$ cat src/rtl/t48_pack.sv
`default_nettype none
// ============================================================================
//  Module      : t48_pack
//  Description : Shared constants for the T48 quasi-bidirectional ports:
//                write-mode encoding, default geometry and reset value.
//  Revision    : 1.0 - initial release
// ============================================================================
package t48_pack;

  // Latch write modes; the unused encoding behaves like MOV.
  typedef enum logic [1:0] {
    WM_MOV = 2'b00,
    WM_ANL = 2'b01,
    WM_ORL = 2'b10,
    WM_RSV = 2'b11
  } wmode_t;

  localparam int          DEF_WIDTH        = 8;
  localparam int          DEF_LOW_W        = 4;
  localparam int          DEF_LOWIMP_TICKS = 2;
  // Wide enough for the largest supported port; sliced to WIDTH at use.
  localparam logic [15:0] DEF_RESET_VAL    = 16'hFFFF;

endpackage : t48_pack
`default_nettype wire

$ cat src/rtl/t48_lowimp_cnt.sv
`default_nettype none
// ============================================================================
//  Module      : t48_lowimp_cnt
//  Description : Per-group strong-drive pulse generator. A write marks the
//                group pending; the next output tick loads the pulse length
//                and the pulse then counts down on the following ticks.
//  Revision    : 1.0 - initial release
// ============================================================================
module t48_lowimp_cnt #(
  parameter int LOWIMP_TICKS = 2
) (
  input  logic clk_i,
  input  logic res_i,
  input  logic tick_i,
  input  logic set_i,
  input  logic trig_i,
  output logic low_imp_o
);

  localparam logic [3:0] LOAD_VAL = LOWIMP_TICKS[3:0];

  logic       pend;
  logic [3:0] cnt;
  logic [3:0] cnt_next;

  // Next count: a pending write or trigger reloads, otherwise count down.
  always_comb begin
    cnt_next = cnt;
    if (tick_i) begin
      if (pend || trig_i) begin
        cnt_next = LOAD_VAL;
      end else if (cnt != 4'd0) begin
        cnt_next = cnt - 4'd1;
      end
    end
  end

  // Pending flag (set beats tick-clear), counter and registered drive flag.
  always_ff @(posedge clk_i or negedge res_i) begin
    if (!res_i) begin
      pend      <= 1'b0;
      cnt       <= 4'd0;
      low_imp_o <= 1'b0;
    end else begin
      if (set_i) begin
        pend <= 1'b1;
      end else if (tick_i) begin
        pend <= 1'b0;
      end
      cnt <= cnt_next;
      if (tick_i) begin
        low_imp_o <= (cnt_next != 4'd0);
      end
    end
  end

endmodule : t48_lowimp_cnt
`default_nettype wire

$ cat src/rtl/t48_qbport.sv
`default_nettype none
// ============================================================================
//  Module      : t48_qbport
//  Description : Parametrised T48 quasi-bidirectional port. Holds the port
//                latch (MOV/ANL/ORL and expander-nibble writes), overlays
//                PCH on the low group and produces per-group strong-drive
//                pulses timed by the xtal enable.
//  Revision    : 1.0 - initial release
// ============================================================================
module t48_qbport
  import t48_pack::*;
#(
  parameter int               WIDTH        = DEF_WIDTH,
  parameter int               LOW_W        = DEF_LOW_W,
  parameter int               LOWIMP_TICKS = DEF_LOWIMP_TICKS,
  parameter logic [WIDTH-1:0] RESET_VAL    = DEF_RESET_VAL[WIDTH-1:0]
) (
  input  logic             clk_i,
  input  logic             res_i,
  input  logic             en_clk_i,
  input  logic             xtal_en_i,
  input  logic [WIDTH-1:0] data_i,
  input  logic             write_i,
  input  logic [1:0]       wmode_i,
  input  logic             write_exp_i,
  input  logic             read_i,
  input  logic             read_reg_i,
  input  logic             read_exp_i,
  input  logic             output_pch_i,
  input  logic [LOW_W-1:0] pch_i,
  input  logic [WIDTH-1:0] port_i,
  output logic [WIDTH-1:0] data_o,
  output logic [WIDTH-1:0] port_o,
  output logic             low_imp_l_o,
  output logic             low_imp_h_o
);

  logic [WIDTH-1:0] latch;
  logic [WIDTH-1:0] write_val;
  logic [WIDTH-1:0] drive_val;
  logic             output_pch_q;
  logic             pch_toggle;
  logic             set_l;
  logic             set_h;

  // Full-port write value according to the selected logic operation.
  always_comb begin
    write_val = data_i;
    case (wmode_t'(wmode_i))
      WM_ANL:  write_val = latch & data_i;
      WM_ORL:  write_val = latch | data_i;
      default: write_val = data_i;
    endcase
  end

  // Port latch; a full write takes priority over an expander write.
  always_ff @(posedge clk_i or negedge res_i) begin
    if (!res_i) begin
      latch <= RESET_VAL;
    end else if (en_clk_i) begin
      if (write_i) begin
        latch <= write_val;
      end else if (write_exp_i) begin
        latch[LOW_W-1:0] <= data_i[LOW_W-1:0];
      end
    end
  end

  // Pin drive value: the low group carries PCH while the overlay is on.
  always_comb begin
    drive_val = latch;
    if (output_pch_i) begin
      drive_val[LOW_W-1:0] = pch_i;
    end
  end

  // Output register and overlay history, both advanced on xtal ticks.
  always_ff @(posedge clk_i or negedge res_i) begin
    if (!res_i) begin
      port_o       <= RESET_VAL;
      output_pch_q <= 1'b0;
    end else if (xtal_en_i) begin
      port_o       <= drive_val;
      output_pch_q <= output_pch_i;
    end
  end

  assign pch_toggle = output_pch_q ^ output_pch_i;
  assign set_l      = en_clk_i & (write_i | write_exp_i);
  assign set_h      = en_clk_i & write_i;

  t48_lowimp_cnt #(
    .LOWIMP_TICKS (LOWIMP_TICKS)
  ) u_cnt_l (
    .clk_i     (clk_i),
    .res_i     (res_i),
    .tick_i    (xtal_en_i),
    .set_i     (set_l),
    .trig_i    (pch_toggle),
    .low_imp_o (low_imp_l_o)
  );

  t48_lowimp_cnt #(
    .LOWIMP_TICKS (LOWIMP_TICKS)
  ) u_cnt_h (
    .clk_i     (clk_i),
    .res_i     (res_i),
    .tick_i    (xtal_en_i),
    .set_i     (set_h),
    .trig_i    (1'b0),
    .low_imp_o (low_imp_h_o)
  );

  // Combinational read mux: latch, low group of the pins, or full pins.
  always_comb begin
    data_o = '1;
    if (read_i) begin
      if (read_reg_i) begin
        data_o = latch;
      end else if (read_exp_i) begin
        data_o             = '0;
        data_o[LOW_W-1:0]  = port_i[LOW_W-1:0];
      end else begin
        data_o = port_i;
      end
    end
  end

endmodule : t48_qbport
`default_nettype wire

$ cat config.mk
export PLATFORM = sky130hd
export DESIGN_NAME = t48_qbport
export DESIGN_NICKNAME = d
export VERILOG_FILES = /design/src/rtl/t48_pack.sv /design/src/rtl/t48_lowimp_cnt.sv /design/src/rtl/t48_qbport.sv
export SDC_FILE = /design/constraint.sdc
export NUM_CORES = 1
export LEC_CHECK = 0
export ABC_AREA = 1
export ABC_CLOCK_PERIOD_IN_PS = 3900
export CORE_UTILIZATION = 35
export DETAILED_ROUTE_END_ITERATION = 7
export DONT_BUFFER_PORTS = 1
export MAX_ROUTING_LAYER = met4
export PLACE_DENSITY_LB_ADDON = 0.08
export SYNTH_ARGS = -nofsm -noshare
export SYNTH_HDL_FRONTEND = slang
export SYNTH_SLANG_ARGS = --single-unit
$ cat constraint.sdc
create_clock -name clk_i -period 3.9 [get_ports clk_i]
set_input_delay 0.195 -clock clk_i [delete_from_list [all_inputs] [get_ports clk_i]]
set_output_delay 0.195 -clock clk_i [all_outputs]
set_load 0.01 [all_outputs]
# --- Yosys cells after proc, flatten, opt, wreduce, memory -nomap -nowiden ---
# Cells that the tools add are included.
totals:
  reg_bits: 29
  in_bits: 32
  output_inout_bits: 18
  wordCells: 46
op_classes:
  addsub: 2
  eq_ne: 2
  muxes: 16
  bitwise_logic: 6
  n_reduce_logical: 10
op_table:
  columns: ["cell", "count"]
  rows:
  - ["4-bit two-way mux", 9]
  - ["8-bit two-way mux", 3]
  - ["8-bit one-hot mux with 2 select lines", 1]
  - ["4-bit nonzero test", 4]
  - ["8-bit AND", 1]
  - ["8-bit bitwise OR", 1]
  - ["4-bit by 1-bit subtractor with 4-bit output, second input constant", 2]
  - ["2-bit nonzero test", 3]
  - ["2-bit AND reduction", 2]
  - ["1-bit two-way mux", 3]
  - ["1-bit AND", 2]
  - ["2-bit by 1-bit equality test with 1-bit output, second input constant", 1]
  - ["2-bit equality test, second input constant", 1]
  - ["1-bit logical OR", 1]
  - ["1-bit bitwise OR", 1]
  - ["1-bit XOR", 1]

# --- Longest topological paths before layout ---
# Gate-level depths: netlist of run 1.
logic_depth:
  ltp_word: 5
  ltp_mapped: 10
  mapped_depth_nobuf: 10

# --- Cells and area by module ---
# Synthesis of run 1 repeated with hierarchy kept, for this count alone.
unflattened:
  hier_cells: 222
  area_unflattened_um2: 1747.9
by_module_without_submodules:
  columns: ["module", "instances", "cells_each", "area_per_inst_um2", "seq_area_each_um2"]
  rows:
  - ["t48_qbport", 1, 126, 985.9, 445.4]
  - ["t48_lowimp_cnt at u_cnt_h", 1, 44, 389.1, 150.1]
  - ["t48_lowimp_cnt at u_cnt_l", 1, 52, 372.9, 150.1]

# --- Worst setup path before layout of run 1 ---
# OpenSTA, ideal clock, no wires.
synth_timing:
  path_type: "register to register"
  start: "register u_cnt_h.cnt[0]"
  end: "register u_cnt_h.low_imp_o"
  setup_ns: 0.117
  arrival_ns: 1.195
  t_required_ns: 3.783
  setup_slack_ns: 2.588
  path_stages_with_launch: 10
  path_buffers: 0
  synth_period_minus_slack_ns: 1.312
  cell_sequence: "dfrtp_1 > inv_1 > ha_1 > nand3_1 > nand2_1 > nor2_1 > nor2_1 > nand2_1 > nor2_1 > nor2_1"
synth_between:
  elab_chain_len: 5
  elab_cells_between_ends: 6
  cone_classes: "add/sub: 1; mux: 3; reduce/logical: 2"
synth_rtl:
  columns: ["element", "line_no", "source"]
  rows:
  - ["start: declaration", "t48_lowimp_cnt.sv:23", "logic [3:0] cnt;"]
  - ["start signal: assignment", "t48_lowimp_cnt.sv:50", "cnt <= cnt_next;"]
  - ["4-bit by 1-bit subtractor with 4-bit output / 4-bit nonzero test (equally long branches)", "t48_lowimp_cnt.sv:33, t48_lowimp_cnt.sv:32", null]
  - ["4-bit two-way mux", "t48_lowimp_cnt.sv:32", "end else if (cnt != 4'd0) begin"]
  - ["4-bit two-way mux", "t48_lowimp_cnt.sv:30", "if (pend || trig_i) begin"]
  - ["4-bit two-way mux (*)", "t48_lowimp_cnt.sv:29", "if (tick_i) begin"]
  - ["4-bit nonzero test (*)", "t48_lowimp_cnt.sv:52", "low_imp_o <= (cnt_next != 4'd0);"]
  - ["end signal: assignment", "t48_lowimp_cnt.sv:52", null]
  - ["end: declaration", "t48_lowimp_cnt.sv:17", "output logic low_imp_o"]
# Mark *: on every way between the ends. The rest lies on a longest branch, timed or not.
# A chain may end at the register's enable or synchronous reset.

# --- Worst setup path in the final report of run 1 ---
# Ends and elaborated chain as after synthesis.

==> impl_metrics.tcl, run 1 <==
set metrics [dict create \
    fmax_mhz 687.0 \
    critPathSlowestCell "dfrtp_1" \
    cts_tree "built" \
    dp_hpwl_um 2536 \
    num_vias 1332 \
    cts_root_buf "clkbuf_8" \
    fill_cells 453 \
    holdWs_ps 23.33 \
    numPortBuffers 0 \
    drt_iter0_drc 72 \
    synth_cell_types 21 \
    path_cells "inv_1 > ha_1 > nand3_1 > nand2_1 > nor2_1 > nor2_1 > nand2_1 > nor2_1 > nor2_1" \
    critPathMaxFanout 4 \
    finalMaxSlewViolations 0 \
    layout-drive-gt1-share_pct 13.89 \
    path_clk_slew_ps 60 \
    crit_path_end_kind "flip-flop" \
    status "finished clean" \
    p_leak_uw 0.0008380 \
    max_cap_viol_count 0 \
    cts_sinks 29 \
    postCtsSetupRepairBufs 0 \
    grt_overflow_total 0 \
    grt_use_total_pct 16.19 \
    rows 24 \
    h-tree-depth 2 \
    powerDensity_mw_per_mm2 531.5 \
    startpoint_type "flip-flop" \
    io_pins 50 \
    core_area_mm2 0.004354 \
    area_growth_pct 11.58 \
    utilization_pct 40.69 \
    ys.warnings.count 0 \
    grt_pass1_vias 1321 \
    crit_buf_inv 1 \
    critPathKind "flip-flop to flip-flop" \
    fin_tns_setup_ps 0 \
    arrival_ps 1630 \
    grt_pass1_wl_um 5961 \
    wl_um 3427 \
    syn_nets 245 \
    finClkSkew_ps 5.651 \
    cts_made_buffers 5 \
    setup_viol 0 \
    synth_cells 209 \
    place_area_mm2 0.001632 \
    fin_crit_ps 1456 \
    drcViolationCount 0 \
    wl_per_cell_um 12.79 \
    finalHoldViolations 0 \
    grt_max_degree 30 \
    rsz0062_at_grt "no" \
    seq_area_frac_synth_pct 46.97 \
    gp_congestion 0.7732 \
    dieArea_mm2 0.004810 \
    ys_ff_latch 29 \
    syn_area_mm2 0.001588 \
    vias_per_cell 4.970 \
    dp_cells 256 \
    cpLargestDelayFamily "simple AND/OR/NAND/NOR gates" \
    clockBufferDepth 2 \
    syn_avg_cell_area_um2 7.597 \
    antenna_found_initial 0 \
    worst_pin_slew_ps 398.1 \
    slowest_delay_ps 380 \
    dr.pass1.iters 4 \
    cpMostUsedCell "nor2_1" \
    stdcell_area_mm2 0.001772 \
    fin_crit_sh_pct 37.32 \
    drtAntennaViolNets 0 \
    min_path_type "primary input to flip-flop" \
    worstPathRequired_ps 4070 \
    diodes 0 \
    final_nets 251 \
    chipHeight_um 69.36 \
    die_w_um 69.36 \
    fin_cells 268 \
    vdd_ir_drop_max_mv 0.1744 \
    relSlewSlack_pct 73.43 \
    insertion_delay_ps 280 \
    start_util_pct 36.47 \
]
-- Yosys cell counts --
master     n  area (um^2)
nor2_2     1        6.260
a21oi_1    3        15.01
inv_2      2        7.510
dfstp_2   16        420.4
o21bai_1   1        7.510
buf_2      2        10.01
dfrtp_1   13        325.3
clkbuf_1   3        11.26
nand2_2    2        12.51
nor2_1    16        60.06
o211ai_1   9        67.56
o21ai_1    1        5.000
o21ai_0   33        165.2
inv_1     29        108.9
ha_1       4        50.05
nand3_2    2        20.02
nand3_1    8        40.04
nand3b_1   2        15.01
xor2_1     1        8.760
nand2_1   60        225.2
nand4_1    1        6.260
-- metal layers --
| layer | wire [um] | track usage, % |
|---|---|---|
| met1 | 1550 | 18.51 |
| met2 | 1576 | 26.00 |
| met3 | 224 | 5.087 |
| met4 | 76 | 7.256 |
| met5 | 0 | - |
-- cells in the final DEF (no fill, tap or decap) --
cell type       n
a21oi_1         3
buf_12          1
clkbuf_1        2
clkbuf_8        6
dfrtp_1        13
dfstp_2        16
dlygate4sd3_1   3
ha_1            4
inv_1          29
inv_2           2
nand2_1        60
nand2_2         2
nand3_1         8
nand3_2         2
nand3b_1        2
nand4_1         1
nor2_1         16
nor2_2          1
o211ai_1        9
o21ai_0        33
o21ai_1         1
o21bai_1        1
xor2_1          1
-- repair_timing --
| item | 4_1_cts | 5_1_grt |
|---|---|---|
| hold buffers | 3 | 1 |
| hold endpoints to repair | 31 | 1 |
| resized for setup | 0 | 0 |
-- worst paths after layout --
| check | cells after the start | end | startpoint | slack [ps] |
|---|---|---|---|---|
| worst max register to register | 9 | u_cnt_h.low_imp_o | u_cnt_h.cnt[0] | 2440 |
| max in group asynchronous | 2 | port_o[0] | res_i | 3310 |
| min in group asynchronous | 2 | u_cnt_l.cnt[2] | res_i | 350 |
| worst min-delay path | 1 | u_cnt_l.cnt[2] | xtal_en_i | 20 |
| worst max-delay path | 9 | u_cnt_h.low_imp_o | u_cnt_h.cnt[0] | 2440 |
| worst min register to register | 2 | port_o[1] | port_o[1] | 500 |
-- layout make-up --
type                       instances  area [um^2]  area share [%]
multi-input combinational        144        704.4           39.76
clock buffer                       8        90.09           5.085
inverter                          31        116.4           6.568
sequential                        29        745.7           42.09
tap                               52        65.06           3.672
timing repair buffer               4        50.05           2.825
-- metrics by stage --
step	total power, uW	setup WS, ps
floorplan	637.4	2588
global placement	675.0	2525
detailed placement	687.5	2442
CTS	956.4	2434
global route	1027	2273
finish	941.7	2444
-- report_power, final --
part	leakage, uW	internal, uW	switching, uW
combinational	0.000469	93.1	163
clock	0.0000455	143	106
sequential	0.000323	387	49.0
-- cell families after synthesis --
family                     share of synthesized area, %
and+or+nand+nor                                   24.27
AOI/OAI and AO/OA                                 16.39
buffers and inverters                             8.668
DFF                                               46.97
adders and majority gates                         3.152
xor gates and xnor gates                         0.5517
-- sequential cells by signal, summed over array words and instances, names as in the netlist --
name	cells
u_cnt_l.pend	1
u_cnt_h.low_imp_o	1
port_o	8
u_cnt_l.low_imp_o	1
output_pch_q	1
u_cnt_l.cnt	4
latch	8
u_cnt_h.pend	1
u_cnt_h.cnt	4
(Power assumes the default switching activity.)
==> run 2: changes to the inputs <==
Settings changed: ABC_AREA 1 to 0, ABC_CLOCK_PERIOD_IN_PS 3900 to 1200.
Clock period 3.9 ns to 1.2 ns, I/O delays scaled along.
==> run 2 against run 1 <==
Against the previous run:
- the run now ends with negative hold slack, negative setup slack left
- sequential cell count unchanged
- global-route usage decreased by 0.50 points
- die area increased by 2.6%
- final cell count decreased by 8.6%
- power increased to 4.0 times the previous value
- setup slack got worse by 2900 ps
- clock skew decreased by 2.9 ps
- clock power increased to 3.2 times the previous value
- highest routed layer unchanged
==> impl_metrics.tcl, run 2 <==
set metrics [dict create \
    status "finished with violations" \
    violations "negative hold slack, negative setup slack" \
    finalPower_uw 3785 \
    synth.area.top_cells "dfstp_2 (26%), dfrtp_1 (20%), mux2i_1 (5.5%)" \
    antenna_found_initial 0 \
    dr_wl_met3_um 222 \
    ctsHoldBuffers 11 \
    power_frac_comb_pct 38.8 \
    diodes 0 \
    startpoint_type "flip-flop" \
    r2r_slack_ps -410 \
    synth_top_area_cell "dfstp_2" \
    area_growth_pct 30.85 \
    wl_per_cell_um 14.75 \
    swShare_pct 32.87 \
    drtAntennaViolNets 0 \
    seq_area_frac_synth_pct 45.74 \
    start_util_pct 36.93 \
    h-tree-depth 2 \
    io_pins 50 \
    synth_cells 163 \
    critPathSlowestCell "dfrtp_1" \
    cts_tree "built" \
    syn_avg_cell_area_um2 10.00 \
    fill_cells 410 \
    fmax_mhz 622.7 \
    endpoint "u_cnt_l.low_imp_o" \
    p_leak_uw 0.0009443 \
    drt_iter0_drc 65 \
    timing.rr.end "u_cnt_l.low_imp_o" \
    grt_overflow_total 0 \
    place_area_mm2 0.001814 \
    reg.largest.list "latch x8, port_o x8" \
    path_clk_slew_ps 60 \
    grt_pass1_wl_um 5871 \
    crit_start "u_cnt_l.cnt[1]" \
    powerDensity_mw_per_mm2 1774 \
    slowest_delay_ps 390 \
    grt_use_total_pct 15.69 \
    ys_ff_latch 29 \
    grt_pass1_vias 1273 \
    yosys_most_used_dff "dfstp_2" \
    critPathKind "flip-flop to flip-flop" \
    clockBufferDepth 2 \
    max_cap_viol_count 0 \
    chipHeight_um 70.25 \
    final_cell_mix "dfstp_2 (16), inv_1 (13), nand2_1 (13), dfrtp_1 (13), buf_4 (13)" \
    clkPwrFrac_pct 20.8 \
    path_cells "inv_2 > ha_4 > or3b_4 > a21oi_2 > a31oi_1 > o32a_1" \
    yosysMostFrequentCell "inv_1" \
    dr.pass1.iters 4 \
    cts_made_buffers 5 \
    min_path_type "primary input to flip-flop" \
    holdWs_ps -168.4 \
    synth_cell_types 40 \
    fin_crit_sh_pct 133.8 \
    arrival_ps 1770 \
    crit_path_end_kind "flip-flop" \
    cts_sinks 29 \
    worst_pin_slew_ps 657.4 \
    wl_met2_um 1716 \
    vias_per_cell 5.363 \
    fin_ws_ps -405.8 \
    syn_area_mm2 0.001630 \
    syn_nets 199 \
    synth-edff-count 0 \
    vdd_ir_drop_max_mv 0.5385 \
    cts_root_buf "clkbuf_8" \
    layout.cells.most_common "dfstp_2" \
    die_w_um 70.25 \
    rr_startpoint "u_cnt_l.cnt[1]" \
    layout-drive-gt1-share_pct 36.79 \
    worstPathRequired_ps 1360 \
    register_area_um2 745.7 \
    finClkSkew_ps 2.735 \
    synth_top_area_share_pct 25.79 \
    stdcell_area_mm2 0.002133 \
    ys_top_cells_by_count "inv_1 (17), dfstp_2 (16), dfrtp_1 (13), nand2_1 (13), nor2_1 (11)" \
    setup_viol 7 \
    relSlewSlack_pct 55.62 \
    synthArstFlopShare_pct 100.0 \
    netSwitchingPower_uw 1244 \
    wl_met1_um 1619 \
    highest_layer "met4" \
    final_nets 228 \
    wl_um 3613 \
    dp_hpwl_um 2556 \
    multiInputGateArea_um2 887.1 \
    ff2ff_path_depth 6 \
    ys.warnings.count 0 \
    rows 24 \
    p_int_uw 2541 \
    core_area_mm2 0.004414 \
    drcViolationCount 0 \
    finalMaxSlewViolations 0 \
    dieArea_mm2 0.004935 \
    fin_crit_ps 1606 \
    critPathMaxFanout 3 \
    seq_power_share_pct 40.4 \
    numPortBuffers 0 \
    num_vias 1314 \
    insertion_delay_ps 280 \
    gp_congestion 0.7470 \
    rsz0062_at_grt "yes" \
    finalHoldViolations 20 \
    grt_max_degree 33 \
]
run 2: cell count changes after synthesis, sizes merged, moves of 5 or more:
| cell | before | now |
|---|---|---|
| inv | 31 | 17 |
| o211ai | 9 | 0 |
| a21oi | 3 | 11 |
| mux2 | 0 | 6 |
| o22ai | 0 | 6 |
| mux2i | 0 | 9 |
| a21o | 0 | 5 |
| nand3 | 10 | 0 |
| o21ai | 34 | 5 |
| nor2 | 17 | 11 |
| nand2 | 62 | 13 |
run 2: logic make-up after synthesis:
kind of cell | Yosys count | synth area share, %
DFF | 29 | 45.74
AOI/OAI and AO/OA | 52 | 22.49
xor gates and xnor gates | 2 | 1.535
muxes | 15 | 9.670
buffers and inverters | 25 | 6.599
adders and majority gates | 4 | 3.070
and+or+nand+nor | 36 | 10.90
run 2: final cells by class:
| type | count | share of cell area, % |
|---|---|---|
| multi-input cells | 109 | 41.58 |
| clock buffers | 5 | 3.226 |
| inverters | 17 | 2.991 |
| clock inverters | 3 | 0.8211 |
| repair buffers | 30 | 13.37 |
| well taps | 52 | 3.050 |
| flip-flops and latches | 29 | 34.96 |
run 2: metal layers:
layer	track usage (%)	vias up
li1	-	657
met1	18.61	604
met2	25.08	46
met3	4.185	7
met4	6.667	0
met5	-	-
run 2: how the worst min path moves through the flow:
| stage | start | end | slack [ps] | cells after the start |
|---|---|---|---|---|
| 2_1_floorplan | res_i | output_pch_q | -240 | 0 |
| 3_3_place_gp | res_i | u_cnt_h.low_imp_o | -230 | 0 |
| 3_5_place_dp | res_i | u_cnt_h.cnt[1] | -230 | 0 |
| 4_1_cts | xtal_en_i | port_o[0] | -180 | 1 |
| 5_1_grt | xtal_en_i | port_o[0] | -180 | 1 |
| 6_report | xtal_en_i | port_o[0] | -170 | 1 |
run 2: repair_timing:
action / in CTS / in global routing
endpoints found under the hold margin: 58 / 21
buffers inserted: 3 / 3
pin swaps: 6 / 7
gates cloned: 0 / 0
endpoints found under the setup margin: 9 / 10
resized for setup: 11 / 9
run 2: worst max-delay path: cells and delay by family, from the launching register on:
family / cells / cell delay [ps]
AO/OA/AOI/OAI: 3 / 520
adder cells (fa/ha/maj): 1 / 130
buffers and inverters: 1 / 70
flip-flops: 1 / 390
AND/OR/NAND/NOR: 1 / 390
run 2: power groups by stage:
stage / clock (uW) / sequential, uW / combinational [uW]
floorplan: 0 / 1510 / 836
finish: 787 / 1530 / 1470
global placement: 0 / 1530 / 1180
CTS: 820 / 1530 / 1380
global route: 860 / 1570 / 1620
detailed placement: 0 / 1540 / 1220
run 2: per-stage QoR:
stage	setup slack, ps	hold slack, ps	util (%)	TNS (ps)	instances
floorplan	-421.5	-235.6	-	-1264	163
global placement	-370.3	-234.6	41.10	-1450	223
detailed placement	-395.8	-234.7	41.10	-1662	223
CTS	-407.4	-182.9	47.14	-1641	244
global route	-462.6	-182.7	48.33	-2365	245
finish	-405.8	-168.4	48.33	-1824	245
